===== src/rtl/riscv_core_pkg.sv =====
// Shared definitions for the multi-cycle RISC-V core: datapath width,
// fetch-stage FSM encoding and program-counter defaults.
package riscv_core_pkg;

  localparam int XLEN = 32;

  localparam logic [XLEN-1:0] DEFAULT_RESET_PC = 32'h0000_0000;
  localparam logic [XLEN-1:0] DEFAULT_PC_STEP  = 32'd4;

  typedef enum logic [1:0] {
    FETCH_IDLE = 2'd0,
    FETCH_REQ  = 2'd1,
    FETCH_DONE = 2'd2
  } fetch_state_e;

endpackage


===== src/rtl/fetch_pc_reg.sv =====
// Program counter with a pending-redirect slot and the next-PC select
// (sequential increment, live redirect target or stashed redirect target).
module fetch_pc_reg
  import riscv_core_pkg::*;
#(
  parameter logic [XLEN-1:0] RESET_PC = DEFAULT_RESET_PC,
  parameter logic [XLEN-1:0] PC_STEP  = DEFAULT_PC_STEP
) (
  input  logic            clk,
  input  logic            reset,
  input  logic            i_load,
  input  logic            i_capture,
  input  logic            i_advance,
  input  logic            i_redirect,
  input  logic [XLEN-1:0] i_target,
  output logic [XLEN-1:0] o_pc
);

  logic [XLEN-1:0] r_pc;
  logic [XLEN-1:0] r_pending;
  logic            r_pending_valid;
  logic [XLEN-1:0] w_pc_next;

  // NOTE: every variable assigned in always_comb gets a default first so no
  // path through the block leaves it unassigned, which would infer a latch.
  always_comb begin
    w_pc_next = r_pc;
    if (i_advance) begin
      // A redirect arriving with the ack beats a stashed one; both beat +STEP.
      if (i_redirect)           w_pc_next = i_target;
      else if (r_pending_valid) w_pc_next = r_pending;
      else                      w_pc_next = r_pc + PC_STEP;
    end else if (i_load) begin
      w_pc_next = i_target;
    end
  end

  // NOTE: sequential state uses non-blocking assignments so every register
  // samples pre-edge values regardless of statement order.
  always_ff @(posedge clk) begin
    if (reset) begin
      r_pc            <= RESET_PC;
      r_pending       <= '0;
      r_pending_valid <= 1'b0;
    end else begin
      r_pc <= w_pc_next;
      if (i_advance || i_load) begin
        r_pending_valid <= 1'b0;
      end else if (i_capture) begin
        r_pending       <= i_target;
        r_pending_valid <= 1'b1;
      end
    end
  end

  assign o_pc = r_pc;

endmodule


===== src/rtl/fetch_unit.sv =====
// Instruction fetch stage: PC ownership, req/ack to instruction memory and a
// one-cycle irEnable pulse. Optional macro FETCH_MISALIGN_CHECK_EN adds a
// misaligned-fetch fault instead of silently aligning the address.
module fetch_unit
  import riscv_core_pkg::*;
#(
  parameter logic [XLEN-1:0] RESET_PC = DEFAULT_RESET_PC,
  parameter logic [XLEN-1:0] PC_STEP  = DEFAULT_PC_STEP
) (
  input  logic            clk,
  input  logic            reset,
  input  logic            fetchStart,
  input  logic            pcLoad,
  input  logic [XLEN-1:0] pcTarget,
  output logic            memReq,
  output logic [XLEN-1:0] memAddr,
  input  logic            memAck,
  input  logic [XLEN-1:0] memRdata,
  output logic [XLEN-1:0] instOut,
  output logic            irEnable,
  output logic [XLEN-1:0] instPc,
  output logic [XLEN-1:0] pcOut,
  output logic            busy,
  output logic            fetchFault
);

  fetch_state_e    r_state;
  fetch_state_e    w_state_next;
  logic [XLEN-1:0] r_inst;
  logic [XLEN-1:0] r_inst_pc;
  logic            r_fault;
  logic [XLEN-1:0] w_pc;
  logic            w_in_idle;
  logic            w_in_req;
  logic            w_in_done;
  logic            w_load;
  logic            w_capture;
  logic            w_advance;
  logic            w_start_ok;
  logic            w_start_bad;

  assign w_in_idle = (r_state == FETCH_IDLE);
  assign w_in_req  = (r_state == FETCH_REQ);
  assign w_in_done = (r_state == FETCH_DONE);

  assign w_load    = pcLoad && (w_in_idle || w_in_done);
  assign w_capture = pcLoad && w_in_req && !memAck;
  assign w_advance = w_in_req && memAck;

`ifdef FETCH_MISALIGN_CHECK_EN
  logic [XLEN-1:0] w_start_addr;

  // A same-cycle redirect is the address the fetch would actually use.
  assign w_start_addr = pcLoad ? pcTarget : w_pc;
  assign w_start_bad  = w_in_idle && fetchStart && (w_start_addr[1:0] != 2'b00);
  assign w_start_ok   = w_in_idle && fetchStart && (w_start_addr[1:0] == 2'b00);
  assign memAddr      = w_pc;
`else
  assign w_start_bad  = 1'b0;
  assign w_start_ok   = w_in_idle && fetchStart;
  assign memAddr      = {w_pc[XLEN-1:2], 2'b00};
`endif

  fetch_pc_reg #(
    .RESET_PC (RESET_PC),
    .PC_STEP  (PC_STEP)
  ) u_pc_reg (
    .clk        (clk),
    .reset      (reset),
    .i_load     (w_load),
    .i_capture  (w_capture),
    .i_advance  (w_advance),
    .i_redirect (pcLoad),
    .i_target   (pcTarget),
    .o_pc       (w_pc)
  );

  always_comb begin
    w_state_next = r_state;
    unique case (r_state)
      FETCH_IDLE: if (w_start_ok) w_state_next = FETCH_REQ;
      FETCH_REQ:  if (memAck)     w_state_next = FETCH_DONE;
      FETCH_DONE:                 w_state_next = FETCH_IDLE;
      default:                    w_state_next = FETCH_IDLE;
    endcase
  end

  always_ff @(posedge clk) begin
    if (reset) r_state <= FETCH_IDLE;
    else       r_state <= w_state_next;
  end

  // instOut only moves on an ack edge so the IR never latches a partial word.
  always_ff @(posedge clk) begin
    if (reset) begin
      r_inst    <= '0;
      r_inst_pc <= '0;
      r_fault   <= 1'b0;
    end else begin
      r_fault <= w_start_bad;
      if (w_advance) begin
        r_inst    <= memRdata;
        r_inst_pc <= w_pc;
      end
    end
  end

  assign memReq     = w_in_req;
  assign irEnable   = w_in_done;
  assign busy       = !w_in_idle;
  assign instOut    = r_inst;
  assign instPc     = r_inst_pc;
  assign pcOut      = w_pc;
  assign fetchFault = r_fault;

endmodule


===== config.mk =====
export PLATFORM = sky130hd
export DESIGN_NAME = fetch_unit
export DESIGN_NICKNAME = d
export VERILOG_FILES = /design/src/rtl/riscv_core_pkg.sv /design/src/rtl/fetch_pc_reg.sv /design/src/rtl/fetch_unit.sv
export SDC_FILE = /design/constraint.sdc
export NUM_CORES = 1
export LEC_CHECK = 0
export ABC_AREA = 1
export CORE_ASPECT_RATIO = 0.6
export CORE_UTILIZATION = 51
export CTS_CLUSTER_SIZE = 40
export DETAILED_ROUTE_END_ITERATION = 7
export GPL_TIMING_DRIVEN = 0
export HOLD_SLACK_MARGIN = 0.03
export PLACE_DENSITY = 0.86
export SLEW_MARGIN = 10
export SYNTH_ARGS = -nofsm -noshare
export SYNTH_HDL_FRONTEND = slang
export SYNTH_HIERARCHICAL = 1
export SYNTH_SLANG_ARGS = --single-unit

===== constraint.sdc =====
create_clock -name clk -period 3.1 [get_ports clk]
set_input_delay 0.465 -clock clk [delete_from_list [all_inputs] [get_ports clk]]
set_output_delay 0.465 -clock clk [all_outputs]
set_load 0.01 [all_outputs]

==> metrics.md <==
| Metric | Value |
|---|---|
| CTS Sinks | ~130 |
| Pin count of the biggest net entering global routing | 17 |
| Chip height | ~90 um |
| Final Power | about 4.9 mW |
| Final Hold Vio Count | 0 |
| Io pins | roughly 200 |
| Sequential element share of the synthesized area | roughly two fifths |
| Maximum clock path buffer count | 2 |
| GPL Wtd Cong | about 0.95 |
| Clock slew at reported path FFs | about 60 ps |
| Die area | between 0.01 and 0.015 mm^2 |
| Setup repair bufs after CTS | 0 |
| Cts repair resizes | 0 |
| Initial antenna violation count | 0 |
| Crit end category | flop |
| Total GRT Usage | between 30% and 40% |
| Worst Skew | approximately 11 ps |
| Finished Layout Cells | 1394 |
| CTS Root Cell | clkbuf_16 |
| Clock latency on the worst-skew pair | 420 ps |
| WHS Endpoint | u_pc_reg/r_pending[24] |
| Post-route ant nets | 0 |
| R2R setup slack | approximately 740 ps |
| Total iterations of the first detailed-routing run | 7 |
| Met2 WL | approximately 9500 um |
| Worst hold slack | roughly 460 ps |
| Wire length per cell | between 15 and 20 um |
| Placed insts | roughly 1400 |
| Sum of negative setup slack | 0 ps |
| Tmin final | between 2000 and 2500 ps |
| Fin. max-slew vios | 0 |
| Final setup violation count | 0 |
| Fin nets | about 1300 |
| RSZ-0062 raised after global routing | false |
| Synthesized flop and latch total | between 100 and 150 |
| Leakage | 4.22 nW |
| Hold WC Path Type | flop to flop |
| Vias | 7346 |
| GRT overflow | 0 |
| CP Max Fanout | 10 |
| Vias in the first global route | ~7000 |
| Iter 0 DRT Violations | between 800 and 900 |
| Die X-Extent | around 150 um |
| HP Start | u_pc_reg/r_pending[24] |
| Routed WL | 22100 um |
| Htree depth | 4 |
| Input/output buffers | a little under 200 |
| Maximum VDD drop | 391 uV |
| Fmax | 407 MHz |
| RR Startpoint | r_state[1] |
| Worst slew margin | between 50% and 60% |
| Initial Util | a little over half |
| Cts bufs inserted | 17 |
| Core ar. | between 0.01 and 0.015 mm^2 |
| Cells after synthesis | between 900 and 1000 |
| Mean post-synth cell area | approximately 6.6 um^2 |
| CTS tree | done |
| Layout cells sized above 1 | between 9 and 10% |
| Final Core Density | around 76% |
| Site row count | 31 |
| Status | complete, no violations |
| # Max-Cap Violations | 0 |
| Power density cells | a little over 500 mW/mm^2 |
| First-pass GRT wire length | 35300 um |
| WL met1 | around 9000 um |
| Post-synth cell types | 31 |
| CP required | ~3400 ps |
| ANT cells | 0 |
| RR Endpoint | u_pc_reg/o_pc[31] |
| Cts hold-fix bufs | 0 |
| Startpoint Class | primary input |
| Max layer used | met4 |
| Synthesized cell area | ~0.0066 mm^2 |
| Post-route DRC violation count | 0 |
| Metal3 WL | ~3000 um |
| HPWL after DPL | roughly 16000 um |
| Slew @ Worst Pin | between 700 and 800 ps |
| DR vias/cell | 5.27 |
| WHS Path Cells | 2 |
| WP data arrival | between 2000 and 3000 ps |
| Warnings, synthesis | 6 |
| Crit path kind | primary input to flop |
| FF-to-FF path depth | 11 |
| Final period util | 79.2% |
| Layout area overhead | 42.3% |
-- Yosys cell counts (all sizes together) --
master	n	share of area [%]
nand3	37	2.9
buf	55	5.9
nand4	3	0.29
o21ai	56	4.3
o21bai	1	0.17
xor2	7	0.93
a21o	2	0.23
a21oi	90	7.1
ha	1	0.19
clkbuf	27	1.6
o221ai	13	1.7
o211ai	1	0.11
clkinv	1	0.057
inv	112	6.4
conb	1	0.057
dfxtp	131	40
nand2	238	14
nor2	219	14
or2	3	0.29
-- metrics by stage --
step / cell area, um^2 / setup WS (ps)
CTS: 9340 / 721
global placement: 8750 / 350
finish: 9340 / 645
detailed placement: 8750 / 324
global route: 9340 / 503
floorplan: 6570 / 1250
-- worst max-delay path by stage --
| stage | start | end | cells after the start |
|---|---|---|---|
| detailed placement | memAck | u_pc_reg/r_pending[3] | 11 |
| floorplan | memAck | u_pc_reg/o_pc[4] | 10 |
| global route | memAck | u_pc_reg/o_pc[14] | 12 |
| CTS | memAck | u_pc_reg/o_pc[11] | 12 |
| global placement | memAck | u_pc_reg/o_pc[5] | 12 |
| finish | memAck | u_pc_reg/o_pc[6] | 12 |
-- cell usage in the layout (no fill, tap or decap), types with 6 or more instances in the layout --
cell	netlist	routed
buf_4	34	34
nand2_1	231	231
clkdlybuf4s50_1	0	197
clkbuf_1	26	26
nor2_4	7	7
inv_1	108	108
o21ai_0	56	56
a21oi_1	85	85
nand3_1	36	36
dfxtp_1	131	131
clkbuf_16	0	17
nor2_1	205	205
nor2_2	6	6
xor2_1	7	7
buf_2	16	16
o221ai_1	13	13
-- registers in the layout, summed over array words and instances (netlist names) --
signal                    count
instOut                      32
instPc                       32
r_state                       2
u_pc_reg/o_pc                32
u_pc_reg/r_pending           32
u_pc_reg/r_pending_valid      1
-- per-layer routing --
metal  vias to the layer above  GRT usage (%)
met5                         -              0
met4                         0           9.28
met3                        50           9.75
met2                       514           51.4
met1                      3274           45.9
li1                       3508              -
-- report_power, final --
part | switching [mW] | internal, mW | leakage (nW) | total [mW]
Combinational | 0.426 | 0.468 | 2.87 | 0.894
Sequential | 0.145 | 1.79 | 1.07 | 1.93
Clock | 0.809 | 1.21 | 0.283 | 2.02
-- worst max-delay path, stage by stage --
cell and delay, ps:
clkdlybuf4s50_1 490, nand3_2 110, buf_4 210, buf_2 190
inv_1 80, inv_1 60, nor2_4 240, inv_2 180
nand2_1 200, buf_2 270, o221ai_1 140, a21oi_1 160
-- logic make-up after synthesis --
kind of cell    after synthesis  share of synthesized area [%]
compound gates              163                           13.7
other cells                   1                         0.0571
buf+inv                     195                           13.9
fa+ha+maj                     1                          0.191
simple gates                500                           31.3
xor+xnor                      7                          0.934
flops                       131                           39.9
-- layout make-up --
| cell class | count | area (um^2) |
|---|---|---|
| Inverter | 113 | 424 |
| Clock buffer | 18 | 439 |
| Tap cell | 165 | 206 |
| Fill cell | 961 | 2950 |
| Sequential cell | 131 | 2620 |
| Multi-Input combinational cell | 674 | 3040 |
| Buffer | 82 | 489 |
| Clock inverter | 14 | 154 |
| Timing Repair Buffer | 197 | 1970 |
Power figures use the tool's default switching activity.
==> patch, RTL diff (config.mk and constraints unchanged) <==
`XLEN`: 32 -> 28.
--- a/src/rtl/riscv_core_pkg.sv
+++ b/src/rtl/riscv_core_pkg.sv
@@ -2,7 +2,7 @@
 // fetch-stage FSM encoding and program-counter defaults.
 package riscv_core_pkg;
 
-  localparam int XLEN = 32;
+  localparam int XLEN = 28;
 
   localparam logic [XLEN-1:0] DEFAULT_RESET_PC = 32'h0000_0000;
   localparam logic [XLEN-1:0] DEFAULT_PC_STEP  = 32'd4;
Interface: changed (6 resized); port bits go from 201 to 177. The function was not compared with the original's and may differ.
==> patch against the original RTL <==
Routed wire length shrank 13%; synthesized area shrank 14%; setup slack worse by 68 ps; total power fell by 0.43%; final area shrank 12%; sequential share of layout area is 0.18 points lower; count of clock-buffer cells in the layout grew 2; sequential cell count fell by 16.
==> patch: results (changes against the original RTL) <==
<table>
<tr><th>Metric</th><th>Value</th></tr>
<tr><th colspan="2">Outcome</th></tr>
<tr><td>Run status</td><td>finished, final reports clean</td></tr>
<tr><th colspan="2">Synthesis</th></tr>
<tr><td>Top cells by instance count after synthesis</td><td>sky130_fd_sc_hd__nand2_1, sky130_fd_sc_hd__nor2_1, sky130_fd_sc_hd__dfxtp_1, sky130_fd_sc_hd__inv_1, sky130_fd_sc_hd__a21oi_1</td></tr>
<tr><td>Main area contributors after synthesis</td><td>sky130_fd_sc_hd__dfxtp_1, sky130_fd_sc_hd__nand2_1, sky130_fd_sc_hd__nor2_1</td></tr>
<tr><td>Instance count of the mapped netlist</td><td>856 (-14%)</td></tr>
<tr><td>Netlist cell types</td><td>30 (-3.2%)</td></tr>
<tr><td>Post-synthesis sequential area ratio</td><td>40.9% (+0.91 points)</td></tr>
<tr><th colspan="2">Detailed routing</th></tr>
<tr><td>Vias per inst</td><td>5.30 (+0.61%)</td></tr>
<tr><td>Met3 wire length</td><td>2940 um (-3.4%)</td></tr>
<tr><td>Wirelength per Cell</td><td>16.1 um (+1.1%)</td></tr>
<tr><td>Total Routed Length</td><td>19300 um (-13%)</td></tr>
<tr><td>M1 wire length</td><td>7780 um (-16%)</td></tr>
<tr><td>Starting DRC count in detailed routing</td><td>722 (-14%)</td></tr>
<tr><td>Top Layer Used</td><td>met4</td></tr>
<tr><th colspan="2">Place</th></tr>
<tr><td>Port buffer count</td><td>173 (-12%)</td></tr>
<tr><td>Routability cong.</td><td>0.978 (+3.1%)</td></tr>
<tr><td>Total half-perimeter wirelength after legalization and detailed placement</td><td>13500 um (-14%)</td></tr>
<tr><th colspan="2">CTS</th></tr>
<tr><td>Number of sinks on the clock net</td><td>115 (-12%)</td></tr>
<tr><td>Number of buffers created by CTS</td><td>17 (unchanged)</td></tr>
<tr><th colspan="2">GRT</th></tr>
<tr><td>Wire length of the first global-routing pass</td><td>30300 um (-14%)</td></tr>
<tr><td>Aggregate global-route resource usage</td><td>34.6% (+0.97 points)</td></tr>
<tr><td>Number of antenna violations at the first check in global routing</td><td>0 (unchanged)</td></tr>
<tr><th colspan="2">Power and ir drop</th></tr>
<tr><td>Worst IR drop on VDD</td><td>0.355 mV (-9.2%)</td></tr>
<tr><th colspan="2">Final layout</th></tr>
<tr><td>FILL cells</td><td>815 (-15%)</td></tr>
<tr><td>Post-layout nets</td><td>1112 (-14%)</td></tr>
<tr><td>Share of final-layout standard cells stronger than drive strength 1</td><td>9.69% (-0.24 points)</td></tr>
<tr><th colspan="2">Setup path</th></tr>
<tr><td>Arrival time of the worst setup path</td><td>2820 ps (+20 ps)</td></tr>
<tr><th colspan="2">STA</th></tr>
<tr><td>Slew margin rel.</td><td>52.7% (+0.27 points)</td></tr>
</table>
-- patch: worst paths after layout --
| path | start | endpoint | slack [ps] | depth (start not counted) |
|---|---|---|---|---|
| max | memAck | u_pc_reg/r_pending[3] | 580 | 10 |
| min | u_pc_reg/r_pending[1] | u_pc_reg/r_pending[1] | 450 | 2 |
| max reg2reg | r_state[1] | u_pc_reg/r_pending[3] | 620 | 10 |
| min reg2reg | u_pc_reg/r_pending[1] | u_pc_reg/r_pending[1] | 450 | 2 |
-- patch: metal layers --
layer / GRT usage, % / up-vias
li1: - / 3035
met1: 46.7 / 2875
met2: 51.3 / 417
met3: 13.6 / 46
met4: 8.79 / 0
met5: 0 / -
-- patch: final cells by class --
type,instances,share of cell area [%]
Multi-Input combinational cell,582,31.4
Sequential cell,115,27.9
Timing Repair Buffer,173,21.0
Clock buffer,20,5.53
Buffer,70,4.94
Inverter,91,4.14
Clock inverter,12,3.05
Tap cell,139,2.11
-- patch: kinds of logic after synthesis --
group	Yosys count	synth area share, %
buf+inv	161	13.3
other cells	1	0.0665
xor+xnor	8	1.24
flops	115	40.9
compound gates	141	13.7
simple gates	429	30.6
fa+ha+maj	1	0.222
-- patch: through the flow --
stage,hold slack [ps],instance area [um^2]
after floorplan,425,5640
after global placement,440,7550
after detailed placement,445,7550
after CTS,454,8260
after global routing,477,8260
final,453,8260
-- patch: report_power, final --
group | internal [mW] | total (mW) | switching (mW)
registers | 1.57 | 1.70 | 0.128
logic | 0.410 | 0.787 | 0.376
clock network | 1.63 | 2.34 | 0.710
total | 3.62 | 4.83 | 1.21
-- patch: critical path, cell delays in order --
cell                              delay [ps]
sky130_fd_sc_hd__clkdlybuf4s50_1         440
sky130_fd_sc_hd__nand3_2                 150
sky130_fd_sc_hd__buf_4                   210
sky130_fd_sc_hd__buf_2                   230
sky130_fd_sc_hd__inv_1                   110
sky130_fd_sc_hd__nor2_4                  240
sky130_fd_sc_hd__nand2_1                 190
sky130_fd_sc_hd__clkbuf_1                370
sky130_fd_sc_hd__o21ai_0                 330
sky130_fd_sc_hd__nor2_1                   70
